[config.mk]
export PLATFORM = sky130hd
export DESIGN_NAME = tx_arbiter
export DESIGN_NICKNAME = d
export VERILOG_FILES = /design/src/rtl/tx_arbiter.sv
export SDC_FILE = /design/constraint.sdc
export NUM_CORES = 1
export LEC_CHECK = 0
export CORE_MARGIN = 2
export CORE_UTILIZATION = 47
export DETAILED_ROUTE_END_ITERATION = 12
export PLACE_DENSITY = 0.84
export SLEW_MARGIN = 20
export SYNTH_ARGS = -nofsm -noshare
export SYNTH_HDL_FRONTEND = slang
export SYNTH_SLANG_ARGS = --single-unit
[constraint.sdc]
create_clock -name i_clk -period 2.7 [get_ports i_clk]
set_clock_uncertainty 0.15 [all_clocks]
set_input_delay 0.54 -clock i_clk [delete_from_list [all_inputs] [get_ports i_clk]]
set_output_delay 0.54 -clock i_clk [all_outputs]
set_load 0.02 [all_outputs]
[src/rtl/tx_arbiter.sv]
// Round-robin arbiter that shares one 8N1 UART transmitter among N byte sources.
// Supports a per-source message lock with an idle timeout, so a stalled source cannot hold the line.
module tx_arbiter #(
    parameter int N        = 4,
    parameter int LOCK_TMO = 23400,
    parameter int TMO_W    = 16
) (
    input  logic           i_clk,
    input  logic           i_rst,
    input  logic [N-1:0]   i_valid,
    input  logic [8*N-1:0] i_data,
    input  logic [N-1:0]   i_last,
    output logic [N-1:0]   o_ready,
    output logic [7:0]     o_tx_data,
    output logic           o_tx_we,
    input  logic           i_tx_busy,
    output logic [N-1:0]   o_grant,
    output logic           o_active,
    output logic           o_lock_tmo
);
    localparam int IDX_W = (N > 1) ? $clog2(N) : 1;

    typedef enum logic [1:0] {
        ARB,
        LOAD,
        WAIT_BUSY,
        WAIT_DONE
    } state_t;

    state_t           state_q, state_d;
    logic [IDX_W-1:0] ptr_q, ptr_d;
    logic             lock_q, lock_d;
    logic [TMO_W-1:0] tmo_q, tmo_d;
    logic [N-1:0]     ready_q, ready_d;
    logic [N-1:0]     grant_q, grant_d;
    logic [7:0]       data_q, data_d;
    logic             we_q, we_d;
    logic             active_q, active_d;
    logic             lock_tmo_q, lock_tmo_d;

    logic             pick_vld;
    logic [IDX_W-1:0] pick_idx;
    logic [IDX_W-1:0] cand;
    logic             take;
    logic [IDX_W-1:0] take_idx;

    // Search starts one past the last served lane, so the last winner has lowest priority.
    always_comb begin
        pick_vld = 1'b0;
        pick_idx = '0;
        cand     = '0;
        for (int i = 1; i <= N; i++) begin
            cand = IDX_W'((int'(ptr_q) + i) % N);
            if (!pick_vld && i_valid[cand]) begin
                pick_vld = 1'b1;
                pick_idx = cand;
            end
        end
    end

    // NOTE: every signal gets a default before the case, so no path leaves one unassigned (no latches).
    always_comb begin
        state_d    = state_q;
        ptr_d      = ptr_q;
        lock_d     = lock_q;
        tmo_d      = tmo_q;
        ready_d    = '0;
        grant_d    = grant_q;
        data_d     = data_q;
        we_d       = 1'b0;
        lock_tmo_d = 1'b0;
        take       = 1'b0;
        take_idx   = pick_idx;

        case (state_q)
            ARB: begin
                if (lock_q) begin
                    // While locked only the owner (held in ptr_q) is eligible.
                    if (i_valid[ptr_q]) begin
                        take     = 1'b1;
                        take_idx = ptr_q;
                    end else if (tmo_q == TMO_W'(LOCK_TMO - 1)) begin
                        lock_d     = 1'b0;
                        lock_tmo_d = 1'b1;
                        tmo_d      = '0;
                        grant_d    = '0;
                    end else begin
                        tmo_d = tmo_q + 1'b1;
                    end
                end else if (pick_vld) begin
                    take = 1'b1;
                end else begin
                    grant_d = '0;
                end

                if (take) begin
                    ready_d[take_idx] = 1'b1;
                    grant_d           = '0;
                    grant_d[take_idx] = 1'b1;
                    data_d            = i_data[{take_idx, 3'b000} +: 8];
                    ptr_d             = take_idx;
                    lock_d            = ~i_last[take_idx];
                    tmo_d             = '0;
                    state_d           = LOAD;
                end
            end
            // The accept pulse is visible during LOAD; the write strobe follows one cycle later.
            LOAD: begin
                we_d    = 1'b1;
                state_d = WAIT_BUSY;
            end
            WAIT_BUSY: begin
                if (i_tx_busy) state_d = WAIT_DONE;
            end
            WAIT_DONE: begin
                if (!i_tx_busy) state_d = ARB;
            end
            default: state_d = ARB;
        endcase

        active_d = (state_d != ARB);
    end

    // NOTE: state registers use non-blocking assignments; the reset is synchronous to i_clk.
    always_ff @(posedge i_clk) begin
        if (i_rst) begin
            state_q    <= ARB;
            ptr_q      <= IDX_W'(N - 1);
            lock_q     <= 1'b0;
            tmo_q      <= '0;
            ready_q    <= '0;
            grant_q    <= '0;
            data_q     <= 8'h00;
            we_q       <= 1'b0;
            active_q   <= 1'b0;
            lock_tmo_q <= 1'b0;
        end else begin
            state_q    <= state_d;
            ptr_q      <= ptr_d;
            lock_q     <= lock_d;
            tmo_q      <= tmo_d;
            ready_q    <= ready_d;
            grant_q    <= grant_d;
            data_q     <= data_d;
            we_q       <= we_d;
            active_q   <= active_d;
            lock_tmo_q <= lock_tmo_d;
        end
    end

    assign o_ready    = ready_q;
    assign o_grant    = grant_q;
    assign o_tx_data  = data_q;
    assign o_tx_we    = we_q;
    assign o_active   = active_q;
    assign o_lock_tmo = lock_tmo_q;

endmodule

==> summary.txt, run 1 <==
Power
  – Internal: 0.001651 W
  – Max VDD drop: 0.0003667 V
  – Sequential Power Share: 31.4%
  – PD cells: 903.7 nW/µm²
  – Static Leakage: 1.269 nW
  – Sw Share: 38.38%
  – Switch Pwr: 0.001028 W
  – Clock share of power: 14.6%
  – Comb pwr share: 54.1%

Logic synthesis
  – Synth Cell Area: 2069 µm²
  – Post-synth top flop: dfxtp_1
  – Avg Inst Size Synth: 9.280 µm²
  – Syn_nets: 267
  – EDFF count, synth: 0
  – Syn. warnings: 0
  – Netlist cell types: 56
  – Sequential area share after synthesis: 38.69%
  – Flops & latches, synth: 40
  – Post-Synthesis Cells: 223
  – Ys async rst share: 0%

Global route
  – Via count of the first global-routing pass: 1,917
  – GRT overflow: 0
  – First-pass GRT wire length: 8901 µm
  – Initial antenna violation count: 0
  – GRT Total Usage: 22.05%
  – Largest net degree at the start of global routing: 17

Detailed routing
  – DR pass1 iterations: 4
  – Via-to-Cell Ratio: 5.542
  – Routed len/inst: 15.08 µm
  – DRT antenna net count: 0
  – Via Count: 1,973
  – Post-route DRC: 0
  – 1st-iter DRT viols: 91
  – Routed WL: 5368 µm

Worst setup path
  – Crit Path Class: input port to register
  – Flop-to-flop setup slack: 0.19 ns
  – Req. time, crit path: 2.73 ns
  – Worst r2r path cells: 8
  – Critical R2R Capture: o_tx_data[0]
  – Crit path launch type: input port
  – Crit Path Max Fanout: 13
  – Crit. End Element: register
  – Worst path arrival time: 2.63 ns
  – FF-to-FF Start: ptr_q[0]

Timing
  – Pins Over Slew Limit: 0
  – Worst slew pin tran: 0.6637 ns
  – Setup TNS Final: 0 ns
  – Worst hold slack: 0.3070 ns
  – Max Fclk: 384.3 MHz
  – # setup viols final: 0
  – Min cycle time layout: 2.602 ns
  – Slew margin rel.: 55.67%
  – Final hold viol count: 0
  – Final worst slack: 0.09815 ns
  – Final period utilization: 96.36%

Finish
  – FF/Latch Area: 800.8 µm²
  – Final instance area: 2964 µm²
  – Multi-input gate area: 1170 µm²
  – Area grow syn2layout: 43.23%
  – Non-filler cells, final: 356
  – Layout cells sized above 1: 18.09%
  – Most frequent cells in the layout: clkdlybuf4s50_1 (58), dfxtp_1 (40), nor2_1 (26), buf_4 (21), xor2_1 (14)
  – Commonest non-fill, non-tap cell in the layout: clkdlybuf4s50_1
  – Post-layout nets: 347
  – Filler Cell Count: 327
  – Antenna Cells: 0

Floorplan
  – Die X: 70.36 µm
  – Boundary pin count: 62
  – Starting Density: 48.19%
  – Core area: 4294 µm²
  – Die height: 70.36 µm
  – Full die area: 4950 µm²
  – Rows: 24

CTS
  – Root buf cell: clkbuf_8
  – Hold_buf cts: 0
  – CTS sink count: 40
  – Worst-Skew Late Latency: 0.29 ns
  – # H-tree levels: 2
  – CTS tree: built
  – Clock transition at path regs: 0.09 ns
  – CTS Buf Count: 5
  – Clock buffer depth: 2

Status
  – Outcome: complete, no violations

Placement
  – Dpl ws: -0.3150 ns
  – Number of port buffers: 61
  – Placed inst area: 2840 µm²
  – Post-Place Cells: 347
  – Routability cong.: 0.8771
  – DPL Wire Length: 4092 µm

Hold path
  – Hold Path Cell Cnt: 1
  – Hold Crit Class: register to register
  – HP Start: o_grant[2]
  – Hold Path Sink: o_grant[2]

Run
  – Max Cap Viol: 0
-- worst max-delay path, cell delays in order --
cell	delay, ns
clkdlybuf4s50_1	0.46
mux2_4	0.31
mux2i_2	0.16
a31o_2	0.17
a22o_1	0.20
buf_12	0.17
mux2i_1	0.24
o22ai_1	0.11
a221o_1	0.26
-- routing by layer --
layer,routed length [µm],GRT usage (%),vias up
met5,0,0,-
met4,43,4.701,0
met3,405,5.916,6
met2,2535,37.84,72
met1,2384,27.67,926
li1,-,-,969
-- cells by family after synthesis --
group	share of synthesized area, %
adders and majority gates	0.6045
xor gates and xnor gates	6.348
and+or+nand+nor	21.40
buffers and inverters	5.985
DFF	38.69
muxes	8.283
AOI/OAI and AO/OA	18.68
-- final cells by class --
| cell class | instances | area share (%) |
|---|---|---|
| timing repair buffer | 83 | 26.72 |
| sequential | 40 | 27.02 |
| multi-input combinational | 160 | 39.47 |
| clock buffer | 5 | 2.322 |
| inverter | 13 | 1.646 |
| clock inverter | 3 | 0.6332 |
| tap | 52 | 2.195 |
-- registers in the layout, indices dropped and copies added (netlist names) --
| name | cells |
|---|---|
| tmo_q | 16 |
| ptr_q | 2 |
| o_ready | 4 |
| state_q | 2 |
| lock_q | 1 |
| o_active | 1 |
| o_tx_we | 1 |
| o_tx_data | 8 |
| o_grant | 4 |
| o_lock_tmo | 1 |
-- repair_timing --
item / 4_1_cts / 5_1_grt
pin swaps: 0 / 2
gates resized for setup: 1 / 8
endpoints found under the setup margin: 4 / 13
buffers inserted: 0 / 1
-- power groups by stage --
stage | clock [W] | sequential (W) | combinational (W)
3_3_place_gp | 0 | 0.000844 | 0.00137
5_1_grt | 0.000419 | 0.000858 | 0.00156
2_1_floorplan | 0 | 0.000897 | 0.000845
6_report | 0.000391 | 0.000840 | 0.00145
4_1_cts | 0.000394 | 0.000836 | 0.00141
3_5_place_dp | 0 | 0.000849 | 0.00141
-- Yosys cell counts (all sizes together) (2+ instances only) --
library cell / number / area share, %
xor2: 14 / 5.9
o21ai: 2 / 0.66
nand2b: 3 / 0.91
a31oi: 3 / 0.91
buf: 6 / 2.9
nor2: 28 / 5.1
a221o: 8 / 3.9
mux2i: 13 / 6.3
a2bb2oi: 2 / 1.1
nand3b: 2 / 0.91
inv: 13 / 2.4
clkbuf: 4 / 0.73
dfxtp: 40 / 39
a21oi: 5 / 1.2
o22ai: 7 / 2.1
nor2b: 3 / 0.91
nor4: 3 / 1.2
nand4: 11 / 3.3
nor3: 4 / 1.5
mux2: 3 / 2.0
nand2: 12 / 2.2
a211o: 2 / 0.91
and2: 2 / 0.60
a21o: 7 / 2.7
and3: 4 / 1.2
nand3: 5 / 1.5
-- worst max-delay path by stage --
stage,start,to,slack [ns],depth (start not counted)
floorplan,i_valid[1],o_tx_data[1],0.32,9
global placement,i_valid[3],o_tx_data[5],-0.21,8
detailed placement,i_valid[3],o_tx_data[0],-0.31,9
CTS,i_valid[0],o_tx_data[4],0.04,9
global route,i_valid[0],o_tx_data[4],-0.009,9
finish,i_valid[0],o_tx_data[0],0.1,9
-- through the flow --
stage / power, W / util (%)
6_report: 0.002679 / 69.03
5_1_grt: 0.002834 / 69.03
4_1_cts: 0.002642 / 68.15
3_5_place_dp: 0.002257 / 66.14
3_3_place_gp: 0.002216 / 66.14
2_1_floorplan: 0.001742 / -
Power figures use the tool's default switching activity.
==> run 2: changes to the inputs <==
--- a/config.mk
+++ b/config.mk
@@ -5,7 +5,7 @@
 export SDC_FILE = /design/constraint.sdc
 export NUM_CORES = 1
 export LEC_CHECK = 0
-export CORE_MARGIN = 2
+export CORE_MARGIN = 5
 export CORE_UTILIZATION = 47
 export DETAILED_ROUTE_END_ITERATION = 12
 export PLACE_DENSITY = 0.84
==> summary.txt, run 2 (synthesis results as in run 1) <==
Timing
  – Final worst slack: 0.05456 ns (was 0.09815 ns)
  – Worst slew pin tran: 0.6292 ns (was 0.6637 ns)
  – Final hold viol count: 0 (unchanged)
  – Min cycle time layout: 2.645 ns (was 2.602 ns)
  – Setup TNS Final: 0 ns (unchanged)
  – Pins Over Slew Limit: 0 (unchanged)
  – # setup viols final: 0 (unchanged)
  – Slew margin rel.: 57.97% (was 55.67%)
  – Final period utilization: 97.98% (was 96.36%)
  – Max Fclk: 378.0 MHz (was 384.3 MHz)

Floorplan
  – Starting Density: 47.86% (was 48.19%)
  – Boundary pin count: 62 (unchanged)
  – Full die area: 5830 µm² (was 4950 µm²)
  – Core area: 4324 µm² (was 4294 µm²)
  – Die height: 76.36 µm (was 70.36 µm)
  – Die X: 76.36 µm (was 70.36 µm)
  – Rows: 24 (unchanged)

CTS
  – CTS sink count: 40 (unchanged)
  – CTS tree: built (unchanged)
  – Clock transition at path regs: 0.08 ns (was 0.09 ns)
  – # H-tree levels: 2 (unchanged)
  – Worst-Skew Late Latency: 0.29 ns (about the same)
  – Root buf cell: clkbuf_8 (unchanged)
  – Clock buffer depth: 2 (unchanged)
  – CTS Buf Count: 5 (unchanged)

Power
  – Sequential Power Share: 29.9% (was 31.4%)
  – Max VDD drop: 0.0005077 V (was 0.0003667 V)
  – Pwr Total: 0.002806 W (was 0.002679 W)
  – Internal: 0.001744 W (was 0.001651 W)
  – PD cells: 929.5 nW/µm² (was 903.7 nW/µm²)
  – Static Leakage: 1.262 nW (was 1.269 nW)
  – Switch Pwr: 0.001062 W (was 0.001028 W)
  – Sw Share: 37.86% (was 38.38%)
  – Comb pwr share: 53.0% (was 54.1%)
  – Clock share of power: 17.2% (was 14.6%)

Detailed routing
  – DRT antenna net count: 0 (unchanged)
  – Post-route DRC: 0 (unchanged)
  – DR pass1 iterations: 4 (unchanged)
  – Via-to-Cell Ratio: 5.455 (was 5.542)
  – Routed len/inst: 16.21 µm (was 15.08 µm)
  – Via Count: 1,942 (was 1,973)
  – Routed WL: 5771 µm (was 5368 µm)
  – 1st-iter DRT viols: 76 (was 91)

Finish
  – Commonest non-fill, non-tap cell in the layout: clkdlybuf4s50_1 (unchanged)
  – Biggest register: tmo_q (unchanged)
  – Area grow syn2layout: 45.89% (was 43.23%)
  – Antenna Cells: 0 (unchanged)
  – Final Core Density: 69.82% (was 69.03%)
  – Max reg flops: 16 (unchanged)
  – Multi-input gate area: 1205 µm² (was 1170 µm²)
  – Layout cells sized above 1: 18.09% (unchanged)
  – Filler Cell Count: 331 (was 327)
  – Post-layout nets: 347 (unchanged)
  – Most frequent cells in the layout: clkdlybuf4s50_1 (61), dfxtp_1 (40), nor2_1 (26), buf_4 (21), xor2_1 (14) (was clkdlybuf4s50_1 (58), dfxtp_1 (40), nor2_1 (26), buf_4 (21), xor2_1 (14))
  – FF/Latch Area: 800.8 µm² (unchanged)

Worst setup path
  – Crit path launch: i_valid[3] (was i_valid[0])
  – Worst r2r path cells: 8 (unchanged)
  – Crit path launch type: input port (unchanged)
  – Flop-to-flop setup slack: 0.19 ns (about the same)
  – Crit. End Element: register (unchanged)
  – Crit Path Class: input port to register (unchanged)
  – Critical R2R Capture: lock_q (was o_tx_data[0])
  – FF-to-FF Start: ptr_q[0] (unchanged)
  – Crit Path Max Fanout: 4 (was 13)
  – Req. time, crit path: 2.74 ns (was 2.73 ns)
  – Worst path arrival time: 2.68 ns (was 2.63 ns)

Placement
  – Number of port buffers: 61 (unchanged)
  – Dpl ws: -0.2949 ns (was -0.3150 ns)
  – DPL Wire Length: 4318 µm (was 4092 µm)
  – Routability cong.: 0.8000 (was 0.8771)

Hold path
  – Hold Crit Class: register to register (unchanged)
  – Hold Path Sink: o_grant[3] (was o_grant[2])
  – Hold Path Cell Cnt: 1 (unchanged)
  – HP Start: o_grant[3] (was o_grant[2])

Global route
  – Largest net degree at the start of global routing: 17 (unchanged)
  – Via count of the first global-routing pass: 1,946 (was 1,917)
  – Initial antenna violation count: 0 (unchanged)
  – GRT overflow: 0 (unchanged)
  – GRT Total Usage: 19.01% (was 22.05%)
  – First-pass GRT wire length: 9356 µm (was 8901 µm)

Run
  – Max Cap Viol: 0 (unchanged)

Status
  – Outcome: complete, no violations (unchanged)
-- run 2: changes by cell type in the layout (fill, tap and decap cells not counted), sizes merged --
cell and change:
clkdlybuf4s50 +3, dlymetal6s2s -2, clkinv -2, bufinv +1
dlygate4sd2 -1, clkinvlp +1
-- run 2: worst max-delay path: stages --
cell and delay, ns:
clkdlybuf4s50_1 0.46, or2b_4 0.24, o2111ai_4 0.13, a31o_2 0.30, buf_4 0.15, o2bb2ai_4 0.19
mux2i_1 0.27, nor2_1 0.09, o32ai_1 0.30
-- run 2: worst max path at each step --
stage	slack, ns	depth (start not counted)	end
5_1_grt	-0.01	9	lock_q
4_1_cts	0.001	8	tmo_q[3]
6_report	0.05	9	lock_q
3_3_place_gp	-0.25	8	tmo_q[13]
2_1_floorplan	0.32	9	o_tx_data[1]
3_5_place_dp	-0.29	9	lock_q
-- run 2: power groups by stage --
stage | Clock (W) | Combinational, W | Sequential [W]
floorplan | 0 | 0.000845 | 0.000897
global placement | 0 | 0.00136 | 0.000843
detailed placement | 0 | 0.00139 | 0.000848
CTS | 0.000488 | 0.00141 | 0.000834
global route | 0.000513 | 0.00159 | 0.000856
finish | 0.000481 | 0.00149 | 0.000839
-- run 2: repair_timing --
item / 4_1_cts / 5_1_grt
hold buffers: 0 / 0
pin swaps: 0 / 1
setup buffers: 0 / 1
resized for setup: 1 / 8
setup endpoints to repair: 2 / 26
-- run 2: layer usage --
| layer | track usage [%] | up-vias | part of all wire, % |
|---|---|---|---|
| li1 | - | 977 | - |
| met1 | 22.77 | 902 | 42 |
| met2 | 34.16 | 55 | 51 |
| met3 | 4.610 | 8 | 5.4 |
| met4 | 4.021 | 0 | 1.1 |
| met5 | 0 | - | 0 |
-- run 2: through the flow --
| step | cell area, µm² | instances | hold WS (ns) |
|---|---|---|---|
| floorplan | 2069 | 223 | 0.2847 |
| global route | 3019 | 356 | 0.3409 |
| CTS | 2958 | 355 | 0.3066 |
| finish | 3019 | 356 | 0.3037 |
| detailed placement | 2840 | 347 | 0.2878 |
| global placement | 2840 | 347 | 0.2837 |
-- run 2: cell type report --
type	count	area share, %
Clock inverter	3	1.409
Clock buffer	5	2.279
Tap cell	52	2.155
Timing Repair Buffer	83	26.11
Sequential cell	40	26.52
Inverter	13	1.616
Multi-Input combinational cell	160	39.91
